File: src/rtl/seg7_frame_decoder.sv
// Observes a multiplexed active-high 7-segment scan and rebuilds the displayed
// hex value, issuing a valid pulse once every digit position has been captured.
module seg7_frame_decoder #(
    parameter int DIGITS = 4,
    parameter int STABLE = 3
) (
    input  logic                             clk,
    input  logic                             rst,
    input  logic [DIGITS-1:0]                dig_sel,
    input  logic [6:0]                       segment,
    output logic [4*DIGITS-1:0]              value,
    output logic                             valid,
    output logic                             err,
    output logic [((DIGITS > 1) ? $clog2(DIGITS) : 1)-1:0] err_digit
);

    localparam int IW = (DIGITS > 1) ? $clog2(DIGITS) : 1;
    localparam int CW = $clog2(STABLE);
    localparam logic [CW-1:0] CNT_MAX = CW'(STABLE - 1);
    localparam logic [CW-1:0] CNT_ARM = CW'(STABLE - 2);

    // Returns {legal, nibble}; anything outside the sixteen glyphs is illegal.
    function automatic logic [4:0] glyph_decode(input logic [6:0] seg);
        case (seg)
            7'h3F:   glyph_decode = {1'b1, 4'h0};
            7'h06:   glyph_decode = {1'b1, 4'h1};
            7'h5B:   glyph_decode = {1'b1, 4'h2};
            7'h4F:   glyph_decode = {1'b1, 4'h3};
            7'h66:   glyph_decode = {1'b1, 4'h4};
            7'h6D:   glyph_decode = {1'b1, 4'h5};
            7'h7D:   glyph_decode = {1'b1, 4'h6};
            7'h07:   glyph_decode = {1'b1, 4'h7};
            7'h7F:   glyph_decode = {1'b1, 4'h8};
            7'h6F:   glyph_decode = {1'b1, 4'h9};
            7'h77:   glyph_decode = {1'b1, 4'hA};
            7'h7C:   glyph_decode = {1'b1, 4'hB};
            7'h39:   glyph_decode = {1'b1, 4'hC};
            7'h5E:   glyph_decode = {1'b1, 4'hD};
            7'h79:   glyph_decode = {1'b1, 4'hE};
            7'h71:   glyph_decode = {1'b1, 4'hF};
            default: glyph_decode = {1'b0, 4'h0};
        endcase
    endfunction

    logic [DIGITS-1:0]   prev_sel;
    logic [6:0]          prev_seg;
    logic [CW-1:0]       cnt;
    logic                done;
    logic [4*DIGITS-1:0] shadow;
    logic [DIGITS-1:0]   cap_mask;

    logic                sel_onehot;
    logic                same;
    logic [IW-1:0]       sel_idx;
    logic [4:0]          glyph;
    logic                capture;
    logic                cap_legal;
    logic                cap_illegal;
    logic [DIGITS-1:0]   mask_set;
    logic                frame_done;
    logic [4*DIGITS-1:0] shadow_upd;
    logic [CW-1:0]       cnt_next;
    logic                done_next;

    // Dwell tracking: a capture fires on the STABLE-th identical one-hot sample,
    // and done suppresses further captures until the sample changes.
    always_comb begin
        sel_onehot  = (dig_sel != '0) && ((dig_sel & (dig_sel - DIGITS'(1))) == '0);
        same        = sel_onehot && (dig_sel == prev_sel) && (segment == prev_seg);
        glyph       = glyph_decode(segment);
        sel_idx     = '0;
        shadow_upd  = shadow;
        cnt_next    = cnt;
        done_next   = done;

        for (int i = 0; i < DIGITS; i++) begin
            if (dig_sel[i]) begin
                sel_idx               = IW'(i);
                shadow_upd[i*4 +: 4]  = glyph[3:0];
            end
        end

        if (same) begin
            if (cnt != CNT_MAX) begin
                cnt_next = cnt + CW'(1);
            end
        end else begin
            cnt_next  = '0;
            done_next = 1'b0;
        end

        capture = same && !done && (cnt >= CNT_ARM);
        if (capture) begin
            done_next = 1'b1;
        end

        cap_legal   = capture && glyph[4];
        cap_illegal = capture && !glyph[4];
        mask_set    = cap_mask | dig_sel;
        frame_done  = cap_legal && (&mask_set);
    end

    always_ff @(posedge clk) begin
        if (rst) begin
            prev_sel  <= '0;
            prev_seg  <= '0;
            cnt       <= '0;
            done      <= 1'b0;
            shadow    <= '0;
            cap_mask  <= '0;
            value     <= '0;
            valid     <= 1'b0;
            err       <= 1'b0;
            err_digit <= '0;
        end else begin
            prev_sel <= dig_sel;
            prev_seg <= segment;
            cnt      <= cnt_next;
            done     <= done_next;
            valid    <= 1'b0;
            err      <= 1'b0;
            if (cap_legal) begin
                shadow <= shadow_upd;
                // The completing nibble is folded straight into the published frame.
                if (frame_done) begin
                    value    <= shadow_upd;
                    valid    <= 1'b1;
                    cap_mask <= '0;
                end else begin
                    cap_mask <= mask_set;
                end
            end else if (cap_illegal) begin
                err       <= 1'b1;
                err_digit <= sel_idx;
                cap_mask  <= cap_mask & ~dig_sel;
            end
        end
    end

endmodule

File: config.mk
export PLATFORM = sky130hd
export DESIGN_NAME = seg7_frame_decoder
export DESIGN_NICKNAME = d
export VERILOG_FILES = /design/src/rtl/seg7_frame_decoder.sv
export SDC_FILE = /design/constraint.sdc
export NUM_CORES = 1
export LEC_CHECK = 0
export ABC_AREA = 1
export CAP_MARGIN = 10
export CORE_MARGIN = 2
export CORE_UTILIZATION = 50
export DETAILED_ROUTE_END_ITERATION = 8
export PLACE_DENSITY = 0.75
export SLEW_MARGIN = 0
export SYNTH_ARGS = -nofsm -noshare
export SYNTH_HDL_FRONTEND = slang
export SYNTH_SLANG_ARGS = --single-unit
File: constraint.sdc
create_clock -name clk -period 1.4 [get_ports clk]
set_input_delay 0.14 -clock clk [delete_from_list [all_inputs] [get_ports clk]]
set_output_delay 0.14 -clock clk [all_outputs]
set_load 0.1 [all_outputs]
==> flow_summary.yaml, run 1 <==
power_and_ir_drop:
  peakVddDrop_v: 0.0005420
  power_w: 0.003108
  powerDensity_mw_per_mm2: 725.7
  power_frac_clock_pct: 36.9
  switching_power_w: 0.0008260
  comb_power_share_pct: 12.8
  swShare_pct: 26.57
  intPower_w: 0.002282
  leakagePower_nw: 1.990
  seqPwrFrac_pct: 50.3
logic_synthesis:
  synth_top_cell_by_area: "dfxtp_1"
  yosys.area_share.simple_pct: 40.34
  avgSynthCellArea_sq_um: 6.790
  synth_top_family_by_area: "simple AND/OR/NAND/NOR gates"
  syn_nets: 432
  async_reset_ff_share_pct: 0
  synth_area_leaders: "dfxtp_1 (38%), nand2_1 (17%), nor2_1 (8.9%)"
  synth_xor_area_share_pct: 0.6186
  synth_mux_area_share_pct: 0.3535
  synth_edf_count: 0
  yosysMostFrequentCell: "nand2_1"
  yosys_register_bits: 54
  synth_warnings: 0
  synthAdderAreaFrac_pct: 0.8838
  synth_cell_types: 35
  synth-compound-area-share_pct: 8.087
  synth_cells: 417
  synth.top_cell.area_share_pct: 38.18
  synth_flop_cell: "dfxtp_1"
  synth_common_cells: "nand2_1 (127), nor2_1 (67), dfxtp_1 (54)"
  yosysSeqAreaShare_pct: 38.18
  syn_area_sq_mm: 0.002831
finish:
  antenna_cells: 0
  nets: 509
  post-route-util_pct: 78.26
  register_area_sq_mm: 0.001087
  stdcell_count: 567
  multi_input_area_sq_mm: 0.001787
  nFillCells: 329
  drive_above_1_share_pct: 35.96
  area_growth_pct: 51.26
place:
  place.gp.congestion: 0.8721
  io_buffers: 32
  dp.cells: 542
  hpwl_um: 4879
  dp_slack_ns: -0.9691
sta:
  finalHoldViolations: 0
  relSlewSlack_pct: 66.71
  finalMaxSlewViolations: 0
  setup_viol: 43
  max_freq_mhz: 509.3
  fin_setup_tns_ns: -19.19
  worst_pin_slew_ns: 0.4941
  worst_clock_skew_ns: 0.006407
  post-route-min-period_ns: 1.963
  min_period_over_period_pct: 140.2
  grt_setup_unrepaired: "yes"
  fin_ws_ns: -0.5633
worst_setup_path:
  worstPathMaxFanout: 8
  max_stage_delay_ns: 0.33
  endpoint_kind: "flop"
  crit_chain: "o21ai_0 > nand2_1 > nor2_2 > nand2_2 > nor2_4 > nand3_4 > buf_8 > nor2_2 > nor3b_2"
  cpMaxStageDelayCell: "dfxtp_1"
  required_ns: 1.61
  path_buf_inv: 1
  critPathKind: "reg -> reg"
  cp_top_family: "simple AND/OR/NAND/NOR gates"
  cp.arrival_ns: 2.17
  timing.critical_path.mode_cell: "nor2_2"
  critical_path.startpoint_type: "flop"
cts:
  clkSinkCount: 54
  clockBufferDepth: 2
  tritoncts: "built"
  clk_pin_slew_ns: 0.10
  postCtsHoldBufs: 0
  insertion_delay_ns: 0.32
  cts_made_buffers: 5
  cts_root_buffer: "clkbuf_8"
  htree_levels: 2
route:
  wire_per_inst_um: 16.39
  viasPerCell: 5.573
  first_pass_iters: 8
  drt_iter0_markers: 341
  drc: 0
  antenna_left: 0
  vias: 3160
  routed_wirelength_um: 9293
grt:
  antenna_found_initial: 0
  globalRouteTotalUtil_pct: 25.94
  grt_pass1_wl_um: 12800
  grt_pass1_vias: 2788
  grt_max_degree: 49
  grt_overflow_total: 0
run_status:
  violations: "setup timing"
  status: "finished, violations left"
floorplanning:
  chipWidth_um: 79.25
  ios: 33
  start_util_pct: 51.74
  chipHeight_um: 79.25
  num_rows: 27
  dieArea_sq_mm: 0.006281
  coreArea_sq_mm: 0.005473
job:
  cap_violations: 0
min_path:
  hold_path.class: "in -> reg"
## kinds of logic after synthesis
group / count (synthesis)
flip-flops: 54
AO/OA/AOI/OAI: 36
multiplexers: 1
buffers and inverters: 64
AND/OR/NAND/NOR: 258
adder cells (fa/ha/maj): 2
XOR/XNOR: 2
## routing by layer
metal | track usage, % | vias up | routed length, um
met5 | 0 | - | 0
met4 | 11.90 | 0 | 467
met3 | 5.227 | 53 | 683
met2 | 43.22 | 188 | 4578
met1 | 32.24 | 1463 | 3563
li1 | - | 1456 | -
## power groups by stage
| stage | clock network, W | registers, W | logic [W] |
|---|---|---|---|
| floorplan | 0 | 0.00159 | 0.000198 |
| global placement | 0 | 0.00160 | 0.000325 |
| detailed placement | 0 | 0.00160 | 0.000331 |
| CTS | 0.00113 | 0.00156 | 0.000343 |
| global route | 0.00121 | 0.00157 | 0.000429 |
| finish | 0.00115 | 0.00156 | 0.000397 |
## worst reg2reg max path, cell delays in order (launching register included)
cell	delay, ns
dfxtp_1	0.33
o21ai_0	0.27
nand2_1	0.16
nor2_2	0.16
nand2_2	0.09
nor2_4	0.21
nand3_4	0.22
buf_8	0.23
nor2_2	0.13
nor3b_2	0.06
## cells in the final DEF, fill, tap and decap left out, types with 2 or more instances in the layout
cell type and count:
nand2_2 11, buf_8 2, buf_4 42, nand2_8 4, o21ai_2 7, dfxtp_2 5, nand2_4 2, clkbuf_8 6
inv_4 2, nor3_1 2, buf_12 24, nand3_4 7, nor3b_2 3, dlygate4sd2_1 11, nand2_1 116, a21oi_2 3
a21oi_1 4, nor2_2 11, inv_1 31, o21ai_0 15, dfxtp_1 49, nand3_1 25, o31ai_4 3, nor2_4 10
inv_2 11, nor2_1 53, buf_6 5, nand3_2 12
## flip-flops by register name, indices dropped and copies added (netlist names)
name       cells
value         16
err_digit      2
cnt            2
done           1
valid          1
shadow        16
prev_seg       7
cap_mask       4
err            1
prev_sel       4
## through the flow
stage	cell area [sq um]	hold slack, ns
after floorplan	2861	0.2575
after global placement	3642	0.4580
after detailed placement	3642	0.4623
after CTS	3950	0.2742
after global routing	4283	0.3069
final	4283	0.2669
## path summary, 6_finish.rpt
kind	endpoint	startpoint	depth (start not counted)	slack, ns
min reg2reg	shadow[13]	shadow[13]	2	0.47
max	value[2]	prev_sel[0]	9	-0.56
max reg2reg	value[2]	prev_sel[0]	9	-0.56
min	prev_seg[0]	segment[0]	3	0.27
## layout make-up
cell class              instances  share of cell area (%)
clock buffers                   6                   1.928
inverters                      45                   4.236
well taps                      72                   2.103
multi-input cells             302                   41.72
flip-flops and latches         54                   25.39
repair buffers                 86                   23.72
clock inverters                 2                  0.9056
## timing repair
item / CTS / global route
setup endpoints to repair: 40 / 41
buffers inserted: 6 / 7
resized for setup: 44 / 58
cloned: 2 / 2
pin swaps: 13 / 18
Power figures use the tool's default switching activity.
==> run 2, diff against run 1 <==
--- a/config.mk
+++ b/config.mk
@@ -7,10 +7,11 @@
 export LEC_CHECK = 0
 export ABC_AREA = 1
 export CAP_MARGIN = 10
-export CORE_MARGIN = 2
+export CORE_MARGIN = 3
 export CORE_UTILIZATION = 50
 export DETAILED_ROUTE_END_ITERATION = 8
 export PLACE_DENSITY = 0.75
+export SETUP_SLACK_MARGIN = 0.05
 export SLEW_MARGIN = 0
 export SYNTH_ARGS = -nofsm -noshare
 export SYNTH_HDL_FRONTEND = slang
==> flow_summary.yaml, run 2 (synthesis gave the netlist of run 1 again) <==
run_status:
  status: "finished, violations left"
  violations: "setup timing"
route:
  wire_per_inst_um: 16.63
  viasPerCell: 5.461
  routed_wirelength_um: 9447
  vias: 3102
  drt_iter0_markers: 283
  drc: 0
  first_pass_iters: 5
  antenna_left: 0
grt:
  grt_max_degree: 44
  antenna_found_initial: 0
  grt_pass1_vias: 2900
  globalRouteTotalUtil_pct: 26.50
  grt_overflow_total: 0
  grt_pass1_wl_um: 13590
worst_setup_path:
  cpMaxStageDelayCell: "dfxtp_2"
  required_ns: 1.65
  crit_chain: "nand2_1 > nand2_2 > nor2_4 > nand2_2 > nor2_2 > nand2_2 > buf_6 > nor2_4 > buf_12 > buf_12 > nand2_8 > nand2_2 > nand3_2 > a21oi_2"
  critical_path.startpoint_type: "flop"
  max_stage_delay_ns: 0.34
  cp.arrival_ns: 2.18
  worstPathMaxFanout: 7
  critPathKind: "reg -> reg"
  endpoint_kind: "flop"
  timing.critical_path.mode_cell: "nand2_2"
place:
  placedInstanceArea_sq_mm: 0.003682
  hpwl_um: 5154
  io_buffers: 32
  dp.cells: 543
  place.gp.congestion: 0.9239
floorplanning:
  coreArea_sq_mm: 0.005303
  chipWidth_um: 81.25
  chipHeight_um: 81.25
  num_rows: 26
  ios: 33
  start_util_pct: 53.40
  dieArea_sq_mm: 0.006602
finish:
  area_growth_pct: 52.98
  nFillCells: 315
  reg_top3: "shadow x16, value x16, prev_seg x7"
  fin_area_sq_mm: 0.004332
  layout_common_cells: "nand2_1 (112), nor2_1 (50), dfxtp_1 (48)"
  final_common_cell: "nand2_1"
  stdcell_count: 568
  drive_above_1_share_pct: 37.95
  antenna_cells: 0
  nets: 512
sta:
  setup_viol: 40
  worst_pin_slew_ns: 0.5840
  max_freq_mhz: 516.2
  min_period_over_period_pct: 138.4
  relSlewSlack_pct: 60.66
  finalHoldViolations: 0
  grt_setup_unrepaired: "yes"
  worst_clock_skew_ns: 0.006309
  post-route-min-period_ns: 1.937
  fin_setup_tns_ns: -18.19
  finalMaxSlewViolations: 0
  fin_ws_ns: -0.5372
power_and_ir_drop:
  leakagePower_nw: 2.029
  seqPwrFrac_pct: 51.7
  intPower_w: 0.002231
  power_frac_clock_pct: 35.0
  peakVddDrop_v: 0.0006243
  powerDensity_mw_per_mm2: 697.8
  comb_power_share_pct: 13.2
  swShare_pct: 26.19
  switching_power_w: 0.0007915
cts:
  tritoncts: "built"
  cts_root_buffer: "clkbuf_8"
  htree_levels: 2
  clk_pin_slew_ns: 0.10
  clockBufferDepth: 2
  clkSinkCount: 54
  cts_made_buffers: 5
  insertion_delay_ns: 0.31
min_path:
  hold_path.class: "in -> reg"
job:
  cap_violations: 0
run 2: changes by cell type in the layout (fill, tap and decap cells not counted), moves of 4 or more:
| cell | before | now |
|---|---|---|
| nand3_2 | 12 | 18 |
| o21ai_0 | 15 | 9 |
| nand3_4 | 7 | 2 |
| inv_2 | 11 | 7 |
| nand2_1 | 116 | 112 |
| o21ai_1 | 1 | 5 |
run 2: critical path: cells and delay by family (launching register included):
family / cells / cell delay, ns
DFF: 1 / 0.34
AOI/OAI and AO/OA: 1 / 0.13
buffers and inverters: 3 / 0.41
and+or+nand+nor: 10 / 1.00
run 2: final cells by class:
class	count	area (sq um)	share of cell area, %
Inverter	45	188.9	4.362
Tap cell	70	87.58	2.022
Sequential cell	54	1089	25.13
Clock buffer	5	68.82	1.589
Multi-Input combinational cell	302	1757	40.55
Clock inverter	3	45.04	1.040
Timing Repair Buffer	89	1096	25.30
run 2: timing repair:
action / CTS / global route
setup buffers: 9 / 2
endpoints found under the setup margin: 41 / 43
pin swaps: 13 / 21
resized for setup: 65 / 48
hold buffers: 0 / 0
cloned: 4 / 2
run 2: metal layers:
layer  routed length, um  track usage (%)  up-vias
met5                   0                0        -
met4                 272            9.797        0
met2                4649            44.83      128
li1                    -                -     1467
met1                3975            33.86     1477
met3                 550            4.324       30
run 2: stage by stage:
step | setup WS (ns) | util (%) | hold slack [ns] | power [W]
final | -0.5372 | 81.69 | 0.2702 | 0.003022
after floorplan | -0.06797 | - | 0.2575 | 0.001796
after CTS | -0.3845 | 77.73 | 0.2810 | 0.002970
after detailed placement | -0.9390 | 69.44 | 0.4611 | 0.001934
after global routing | -0.6121 | 81.69 | 0.3000 | 0.003108
after global placement | -0.8774 | 69.44 | 0.4582 | 0.001928
run 2: power groups by stage:
stage	combinational [W]	clock [W]	sequential, W
final	0.000400	0.00106	0.00156
after detailed placement	0.000338	0	0.00160
after global placement	0.000332	0	0.00160
after global routing	0.000431	0.00111	0.00157
after floorplan	0.000202	0	0.00159
after CTS	0.000353	0.00106	0.00156
run 2: path summary, 6_finish.rpt:
path | from | end | slack, ns | cells past startpoint
hold / removal | segment[1] | prev_seg[1] | 0.27 | 3
setup reg to reg | prev_seg[2] | cap_mask[3] | -0.54 | 14
setup / recovery | prev_seg[2] | cap_mask[3] | -0.54 | 14
hold reg to reg | shadow[9] | shadow[9] | 0.47 | 2
==> run 3, diff against run 2 <==
--- a/config.mk
+++ b/config.mk
@@ -7,12 +7,13 @@
 export LEC_CHECK = 0
 export ABC_AREA = 1
 export CAP_MARGIN = 10
+export CELL_PAD_IN_SITES_DETAIL_PLACEMENT = 1
+export CELL_PAD_IN_SITES_GLOBAL_PLACEMENT = 2
 export CORE_MARGIN = 3
-export CORE_UTILIZATION = 50
+export CORE_UTILIZATION = 28
 export DETAILED_ROUTE_END_ITERATION = 8
-export PLACE_DENSITY = 0.75
+export PLACE_DENSITY_LB_ADDON = 0.1
 export SETUP_SLACK_MARGIN = 0.05
-export SLEW_MARGIN = 0
 export SYNTH_ARGS = -nofsm -noshare
 export SYNTH_HDL_FRONTEND = slang
 export SYNTH_SLANG_ARGS = --single-unit
==> flow_summary.yaml, run 3 (synthesis gave the netlist of run 1 again) <==
finish:
  layout_common_cells: "nand2_1 (109), nor2_1 (50), dfxtp_1 (48)"
  reg_top3: "shadow x16, value x16, prev_seg x7"
  area_growth_pct: 60.94
  drive_above_1_share_pct: 40.20
  nets: 514
  antenna_cells: 0
  post-route-util_pct: 46.41
  final_common_cell: "nand2_1"
  stdcell_count: 633
floorplanning:
  start_util_pct: 28.84
  num_rows: 36
  ios: 33
  dieArea_sq_mm: 0.01136
  chipWidth_um: 106.6
  coreArea_sq_mm: 0.009819
  chipHeight_um: 106.6
sta:
  relSlewSlack_pct: 64.76
  fin_ws_ns: -0.3953
  holdWs_ns: 0.1621
  min_period_over_period_pct: 128.2
  fin_setup_tns_ns: -12.63
  max_freq_mhz: 557.0
  grt_setup_unrepaired: "yes"
  setup_viol: 40
  finalMaxSlewViolations: 0
  worst_clock_skew_ns: 0.01897
  worst_pin_slew_ns: 0.5231
  post-route-min-period_ns: 1.795
  finalHoldViolations: 0
power_and_ir_drop:
  leakagePower_nw: 2.087
  powerDensity_mw_per_mm2: 694.2
  peakVddDrop_v: 0.0004008
grt:
  globalRouteTotalUtil_pct: 16.65
  grt_max_degree: 28
  antenna_found_initial: 0
  grt_overflow_total: 0
  grt_pass1_vias: 3066
  grt_pass1_wl_um: 15260
route:
  routed_wirelength_um: 9121
  first_pass_iters: 4
  antenna_left: 0
  drc: 0
  drt_iter0_markers: 102
  viasPerCell: 4.548
  wire_per_inst_um: 14.41
  vias: 2879
run_status:
  status: "finished, violations left"
  violations: "setup timing"
min_path:
  hold_path.class: "in -> reg"
place:
  dp_slack_ns: -1.105
  place.gp.congestion: 0.8003
  io_buffers: 32
  hpwl_um: 6399
  dp.cells: 615
cts:
  tritoncts: "built"
  htree_levels: 2
  clkSinkCount: 54
  cts_made_buffers: 5
  insertion_delay_ns: 0.33
  clockBufferDepth: 2
  clk_pin_slew_ns: 0.12
  cts_root_buffer: "clkbuf_8"
  postCtsHoldBufs: 0
worst_setup_path:
  required_ns: 1.66
  worstPathMaxFanout: 7
  cp.arrival_ns: 2.06
  critPathKind: "reg -> reg"
  critical_path.startpoint_type: "flop"
  endpoint_kind: "flop"
job:
  cap_violations: 0
## run 3: cell count changes in the layout (fill, tap and decap cells not counted), sizes merged, moves of 2 or more
cell	before	now
dlymetal6s2s	0	2
dlygate4sd2	11	9
buf	76	80
clkinvlp	2	0
nand2	133	130
inv	44	47
## run 3: final timing paths
kind | from | endpoint | slack, ns | depth (start not counted)
max reg2reg | prev_sel[3] | value[3] | -0.40 | 13
max | prev_sel[3] | value[3] | -0.40 | 13
min | dig_sel[1] | prev_sel[1] | 0.16 | 3
min reg2reg | shadow[15] | shadow[15] | 0.47 | 2
## run 3: worst max-delay path, stage by stage (launching register included)
cell and delay [ns]:
dfxtp_2 0.37, inv_2 0.04, nand2_2 0.06, nand2_2 0.06
nor2_4 0.10, nand2_2 0.07, nor2_2 0.09, nand2_2 0.07
buf_6 0.12, nor2_4 0.11, nand3_4 0.23, buf_16 0.24
nand2_2 0.05, nor3b_2 0.14
## run 3: area by class of cell
type / count / area [sq um]
Timing Repair Buffer: 93 / 1162
Clock buffer: 6 / 82.58
Tap cell: 133 / 166.4
Fill cell: 1221 / 5263
Multi-Input combinational cell: 299 / 1831
Timing Repair inverter: 1 / 6.256
Inverter: 45 / 181.4
Sequential cell: 54 / 1089
Clock inverter: 2 / 38.79
## run 3: power by group
group / leakage [nW] / internal [W] / total, W / switching, W
registers: 0.439 / 0.00155 / 0.00156 / 0.0000103
logic: 1.59 / 0.000163 / 0.000415 / 0.000252
clock network: 0.0618 / 0.000590 / 0.00118 / 0.000593
## run 3: repair_timing
item                                    CTS  global route
endpoints found under the setup margin   41            43
resized for setup                        78            54
buffers inserted                          6             0
pin swaps                                20            18
gates cloned                              2             2
## run 3: metrics by stage
| stage | area, sq um | power [W] |
|---|---|---|
| after floorplan | 2882 | 0.001796 |
| after global placement | 3866 | 0.001969 |
| after detailed placement | 3866 | 0.001971 |
| after CTS | 4337 | 0.003172 |
| after global routing | 4557 | 0.003296 |
| final | 4557 | 0.003163 |
## run 3: layer usage
layer | track usage [%] | vias to the layer above | routed length, um
li1 | - | 1470 | -
met1 | 23.09 | 1372 | 4544
met2 | 27.25 | 29 | 4270
met3 | 2.611 | 8 | 219
met4 | 3.562 | 0 | 87
met5 | 0 | - | 0
